<file path="src/rtl/pipe_stage_reg.sv">
// pipe_stage_reg: one-entry valid/ready pipeline register with one-shot control bits.
//
// Build option: define PIPE_SKID_EN to add a second (skid) entry. This makes
// in_ready a registered signal with no combinational path from out_ready, and
// lets occupancy reach 2. With the macro undefined, the stage is a single
// register and in_ready = !out_valid || out_ready.
//
// out_pulse carries the entry's one-shot bits (for example a cache enable or
// write strobe) only in the first cycle that entry is presented. It is zero
// during later stall cycles and whenever out_valid is low.

module pipe_stage_reg #(
   parameter int unsigned       DATA_W   = 32,
   parameter int unsigned       PULSE_W  = 2,
   parameter logic [DATA_W-1:0] RST_DATA = '0
) (
   input  logic               clk,
   input  logic               rst,
   input  logic               flush,
   input  logic               in_valid,
   output logic               in_ready,
   input  logic [DATA_W-1:0]  in_data,
   input  logic [PULSE_W-1:0] in_pulse,
   output logic               out_valid,
   input  logic               out_ready,
   output logic [DATA_W-1:0]  out_data,
   output logic [PULSE_W-1:0] out_pulse,
   output logic [1:0]         occupancy
);

   logic               main_valid_q, main_valid_d;
   logic [DATA_W-1:0]  main_data_q,  main_data_d;
   logic [PULSE_W-1:0] main_pulse_q, main_pulse_d;
   logic [1:0]         occ_q,        occ_d;

   logic               in_fire;
   logic               out_fire;

   // Transfer qualifiers shared by both build variants
   always_comb begin
      in_fire  = in_valid && in_ready;
      out_fire = main_valid_q && out_ready;
   end

`ifdef PIPE_SKID_EN

   logic               skid_valid_q, skid_valid_d;
   logic [DATA_W-1:0]  skid_data_q,  skid_data_d;
   logic [PULSE_W-1:0] skid_pulse_q, skid_pulse_d;
   logic               in_ready_q,   in_ready_d;

   // Next state for the main and skid entries; the skid only fills while main is held
   always_comb begin
      main_valid_d = main_valid_q;
      main_data_d  = main_data_q;
      main_pulse_d = '0;
      skid_valid_d = skid_valid_q;
      skid_data_d  = skid_data_q;
      skid_pulse_d = skid_pulse_q;
      occ_d        = occ_q;

      if (flush) begin
         main_valid_d = 1'b0;
         skid_valid_d = 1'b0;
         occ_d        = 2'd0;
      end else begin
         // Drain: the skid entry moves up, or the main entry empties
         if (out_fire) begin
            if (skid_valid_q) begin
               main_valid_d = 1'b1;
               main_data_d  = skid_data_q;
               main_pulse_d = skid_pulse_q;
               skid_valid_d = 1'b0;
            end else begin
               main_valid_d = 1'b0;
            end
         end
         // Fill: an entry goes to main when main is (or is becoming) free, else to the skid.
         // in_ready is low whenever the skid is full, so the skid is never overwritten.
         if (in_fire) begin
            if (!main_valid_q || (out_fire && !skid_valid_q)) begin
               main_valid_d = 1'b1;
               main_data_d  = in_data;
               main_pulse_d = in_pulse;
            end else begin
               skid_valid_d = 1'b1;
               skid_data_d  = in_data;
               skid_pulse_d = in_pulse;
            end
         end
         case ({in_fire, out_fire})
            2'b10:   occ_d = occ_q + 2'd1;
            2'b01:   occ_d = occ_q - 2'd1;
            default: occ_d = occ_q;
         endcase
      end

      in_ready_d = !skid_valid_d;
   end

   // Skid entry and registered ready
   always_ff @(posedge clk or negedge rst) begin
      if (!rst) begin
         skid_valid_q <= 1'b0;
         skid_data_q  <= RST_DATA;
         skid_pulse_q <= '0;
         in_ready_q   <= 1'b1;
      end else begin
         skid_valid_q <= skid_valid_d;
         skid_data_q  <= skid_data_d;
         skid_pulse_q <= skid_pulse_d;
         in_ready_q   <= in_ready_d;
      end
   end

   // Ready comes straight from a flop; out_ready never reaches it combinationally
   always_comb begin
      in_ready = in_ready_q;
   end

`else

   // Next state for the single output register
   always_comb begin
      main_valid_d = main_valid_q;
      main_data_d  = main_data_q;
      main_pulse_d = '0;
      occ_d        = occ_q;

      if (flush) begin
         main_valid_d = 1'b0;
         occ_d        = 2'd0;
      end else if (in_fire) begin
         // Covers both fill-when-empty and replace-on-drain; the pulse re-arms either way
         main_valid_d = 1'b1;
         main_data_d  = in_data;
         main_pulse_d = in_pulse;
         occ_d        = 2'd1;
      end else if (out_fire) begin
         main_valid_d = 1'b0;
         occ_d        = 2'd0;
      end
   end

   // Accept when empty or when the held entry leaves this cycle
   always_comb begin
      in_ready = !main_valid_q || out_ready;
   end

`endif

   // Main output register and occupancy count
   always_ff @(posedge clk or negedge rst) begin
      if (!rst) begin
         main_valid_q <= 1'b0;
         main_data_q  <= RST_DATA;
         main_pulse_q <= '0;
         occ_q        <= 2'd0;
      end else begin
         main_valid_q <= main_valid_d;
         main_data_q  <= main_data_d;
         main_pulse_q <= main_pulse_d;
         occ_q        <= occ_d;
      end
   end

   // Output drive; the pulse is masked by valid as a guard even though it is cleared with it
   always_comb begin
      out_valid = main_valid_q;
      out_data  = main_data_q;
      out_pulse = main_pulse_q & {PULSE_W{main_valid_q}};
      occupancy = occ_q;
   end

endmodule

</file>
<file path="config.mk">
export PLATFORM = sky130hd
export DESIGN_NAME = pipe_stage_reg
export DESIGN_NICKNAME = d
export VERILOG_FILES = /design/src/rtl/pipe_stage_reg.sv
export SDC_FILE = /design/constraint.sdc
export NUM_CORES = 1
export LEC_CHECK = 0
export CORE_ASPECT_RATIO = 2
export CORE_UTILIZATION = 25
export DETAILED_ROUTE_END_ITERATION = 12
export SETUP_SLACK_MARGIN = 0.3
export SYNTH_ARGS = -nofsm -noshare
export SYNTH_HDL_FRONTEND = slang
export SYNTH_SLANG_ARGS = --single-unit
</file>
<file path="constraint.sdc">
create_clock -name clk -period 3.3 [get_ports clk]
set_input_delay 0.66 -clock clk [delete_from_list [all_inputs] [get_ports clk]]
set_output_delay 0.66 -clock clk [all_outputs]
set_load 0.02 [all_outputs]
</file>
== Yosys cells after proc, flatten, opt, wreduce, memory -nomap -nowiden ==
Index checks and enable logic that the tools add are counted.

* Reductions and logical operators: 6
* Bitwise operators: 2
* Mux-type cells: 8

{| class="wikitable"
|+ Operators with widths
! cell !! count
|-
| 2-bit two-way mux || 5
|-
| 1-bit two-way mux || 3
|-
| 3-bit nonzero test || 1
|-
| 2-bit AND || 1
|-
| 1-bit logical AND || 2
|-
| 2-bit AND reduction || 1
|-
| 1-bit zero test || 1
|-
| 1-bit logical OR || 1
|-
| 1-bit NOT || 1
|}

* Input port bits: 39
* Output and inout bits: 38
* Logic and storage cells: 20
* Register bits after elaboration: 37

== Depth between registers and ports, before layout ==
* Depth after elaboration: 5
* Gate-level depth with buffers: 4
* Mapped depth without buffers: 3

== Worst setup path after synthesis ==
Ideal clock, no wire load.

* Path kind: input-to-reg
* Start point: input port out_ready
* End point: register main_data_q[0], in the netlist out_data[0]
* Cell stages on the path: 4
* Required time: 3175 ps
* Buffers on the path: 1
* Data arrival time: 1532 ps
* Library setup time: 125 ps
* Setup slack: 1643 ps
* Path through: nor2b_4 -> nor3b_4 -> buf_6 -> mux2_2

* Cells in the longest elaborated chain, start to end: 3

{| class="wikitable"
|+ Ends and longest elaborated chain
! what !! RTL line !! text
|-
| start: declaration || 25 || <nowiki>input logic out_ready,</nowiki>
|-
| 1-bit logical OR || 147 || <nowiki>in_ready = !main_valid_q || out_ready;</nowiki>
|-
| 1-bit logical AND || 41 || <nowiki>in_fire = in_valid && in_ready;</nowiki>
|-
| 2-bit AND reduction (no source line) || - ||
|-
| end signal: assignment || 161 || <nowiki>main_data_q <= main_data_d;</nowiki>
|-
| end: declaration || 32 || <nowiki>logic [DATA_W-1:0] main_data_q, main_data_d;</nowiki>
|}

Every way passes these cells.
A chain may end at the register's enable or synchronous reset.

== Final worst setup path ==
* Start point: input port out_ready
* End point: output port in_ready

* Cells in the longest elaborated chain, start to end: 1

{| class="wikitable"
|+ Ends and longest elaborated chain
! what !! RTL line !! text
|-
| 1-bit logical OR || 147 ||
|-
| end: declaration || 21 || <nowiki>output logic in_ready,</nowiki>
|}

Every way passes these cells.

==> flow_summary.ini <==
[timing]
max_slew.worst_pin.slew_ps = 797.5
fin_setup_tns_ps = 0
setup_viol = 0
fin_skew_ps = 2.429
holdWs_ps = 466.9
hold_violations = 0
min_period_ps = 2535
slew_violations = 0
rsz0062_at_grt = false
fin_crit_sh_pct = 76.83
slew_headroom_pct = 46.83
clock.fmax_ghz = 0.3944

[floorplan]
initial_utilization_pct = 26.18
die_x_um = 54.11
io_pins = 77
die_h_um = 106.2
core_um2 = 5185
dieArea_um2 = 5746
row_count = 37

[job]
maxCapViolCount = 0

[synth]
synth_fp_nets = 121
synth_area_um2 = 1358
syn_inst = 82
synth_top_cell_area_share_pct = 64.52
synth_area_per_cell_um2 = 16.56
ys.warnings.count = 0
synth_area_leader_cell = dfrtp_1
yosysSeqAreaShare_pct = 64.52
synth.lib_cells_used.distinct = 11
synth.area.top_cells = dfrtp_1, mux2_2, buf_6
synth-seq-cells = 35

[routing]
drt_iter0_markers = 11
wire_per_inst_um = 14.21
vias = 950
ant_nets = 0
totalWireLength_um = 3127
dr.pass1.iters = 4
avgViaCountPerCell = 4.318
drc_errors = 0

[clock_network]
cts_tree = yes
cts.clk_slew.worst_paths_ps = 70
post_cts_buffers = 0
cts_hold_buf = 0
cts_max_level = 2
cts_resized = 0
numCtsBuffers = 5
clk_latency_ps = 270
cts_root_buf = clkbuf_8
cts_num_sinks = 35
cts_buffer_depth = 2

[cells_and_area]
layout.nets = 200
synthToLayoutAreaGrowth_pct = 63.78
antennaDiodeCount = 0
drive_above_1_share_pct = 25.31
layout.cells.non_filler = 220
fin_util_pct = 42.88
fillers = 520

[placement]
portBuffers = 75
place_inst = 212
dp_hpwl_um = 2463
place.gp.congestion = 0.6550

[global_routing]
antenna_found_initial = 0
grt_pass1_vias = 1080
grt.overflow.total = 0
grt_pass1_wl_um = 5030
grt_max_degree = 36
grt_usage_pct = 12.29

[power]
ir_drop_mv = 0.3114
total_power_w = 0.001193
power-per-cell-area_nw_per_um2 = 536.7
leakage_nw = 0.9117

[worst_hold_path]
hp-class = in -> async

[worst_setup_path]
required_ps = 2640
criticalPathCategory = in -> out
start_kind = input port
reg2reg_slack_ps = 1450
worstRegToRegCells = 4
cp_max_fo = 3
critPathArrivalTime_ps = 1880
rr_startpoint = occupancy[0]
end_kind = output pin
r2r_end = out_data[2]

[run_status]
status = finished, final reports clean
==> cells in the final DEF (no fill, tap or decap), drive strengths merged <==
cell	netlist	layout
clkinv	0	1
buf	5	3
dfrtp	35	35
mux2	32	32
nor3b	1	1
clkbuf	0	7
conb	1	1
nor2b	1	1
clkdlybuf4s50	0	74
nor2	2	2
inv	1	1
and2	4	4
==> synth_stat cells <==
library cell,count
and2_1,4
mux2_1,2
nor3b_4,1
nor2_1,2
inv_1,1
nor2b_4,1
buf_6,3
dfrtp_1,35
conb_1,1
buf_4,2
mux2_2,30
==> layout make-up <==
| type | count | area, µm² | share of cell area, % |
|---|---|---|---|
| clock buffer | 7 | 76.32 | 3.433 |
| sequential | 35 | 875.8 | 39.39 |
| inverter | 1 | 3.754 | 0.1688 |
| multi-input combinational | 41 | 429.2 | 19.30 |
| tap | 58 | 72.57 | 3.264 |
| timing repair buffer | 77 | 760.7 | 34.22 |
| clock inverter | 1 | 5.005 | 0.2251 |
==> cell families after synthesis <==
| family | Yosys count | share of synthesized area (%) |
|---|---|---|
| mux | 32 | 26.54 |
| simple gates | 8 | 4.792 |
| flops | 35 | 64.52 |
| buf+inv | 6 | 3.870 |
| other cells | 1 | 0.2762 |
==> registers in the layout, indices dropped and copies added, names as in the netlist <==
name and count:
main_pulse_q 2, occupancy 1, out_data 32
==> routing by layer <==
metal  wire [µm]  track usage (%)
met2        1837            21.69
met4          49            5.495
met1        1061            12.60
met5           0                0
met3         179            3.433
==> worst max-delay path: stages <==
cell and delay, ps:
clkdlybuf4s50_1 510, nor2b_4 60, inv_1 50, clkdlybuf4s50_1 600
==> worst max path at each step <==
stage	start	to	slack, ps	cells after the start
detailed placement	out_ready	out_data[25]	750	5
global route	out_ready	in_ready	720	4
finish	out_ready	in_ready	760	4
CTS	out_ready	in_ready	760	4
floorplan	out_ready	out_data[0]	1640	4
global placement	out_ready	in_ready	780	4
==> per-stage QoR <==
stage          area [µm²]  setup slack [ps]
2_1_floorplan        1358              1643
3_3_place_gp         2142             777.4
3_5_place_dp         2142             750.1
4_1_cts              2223             764.4
5_1_grt              2223             715.8
6_report             2223             764.6
==> report_power, final <==
group	internal, W	switching, W
registers	0.000498	0.0000345
clock network	0.000148	0.000138
logic	0.000212	0.000163
(Power assumes the default switching activity.)
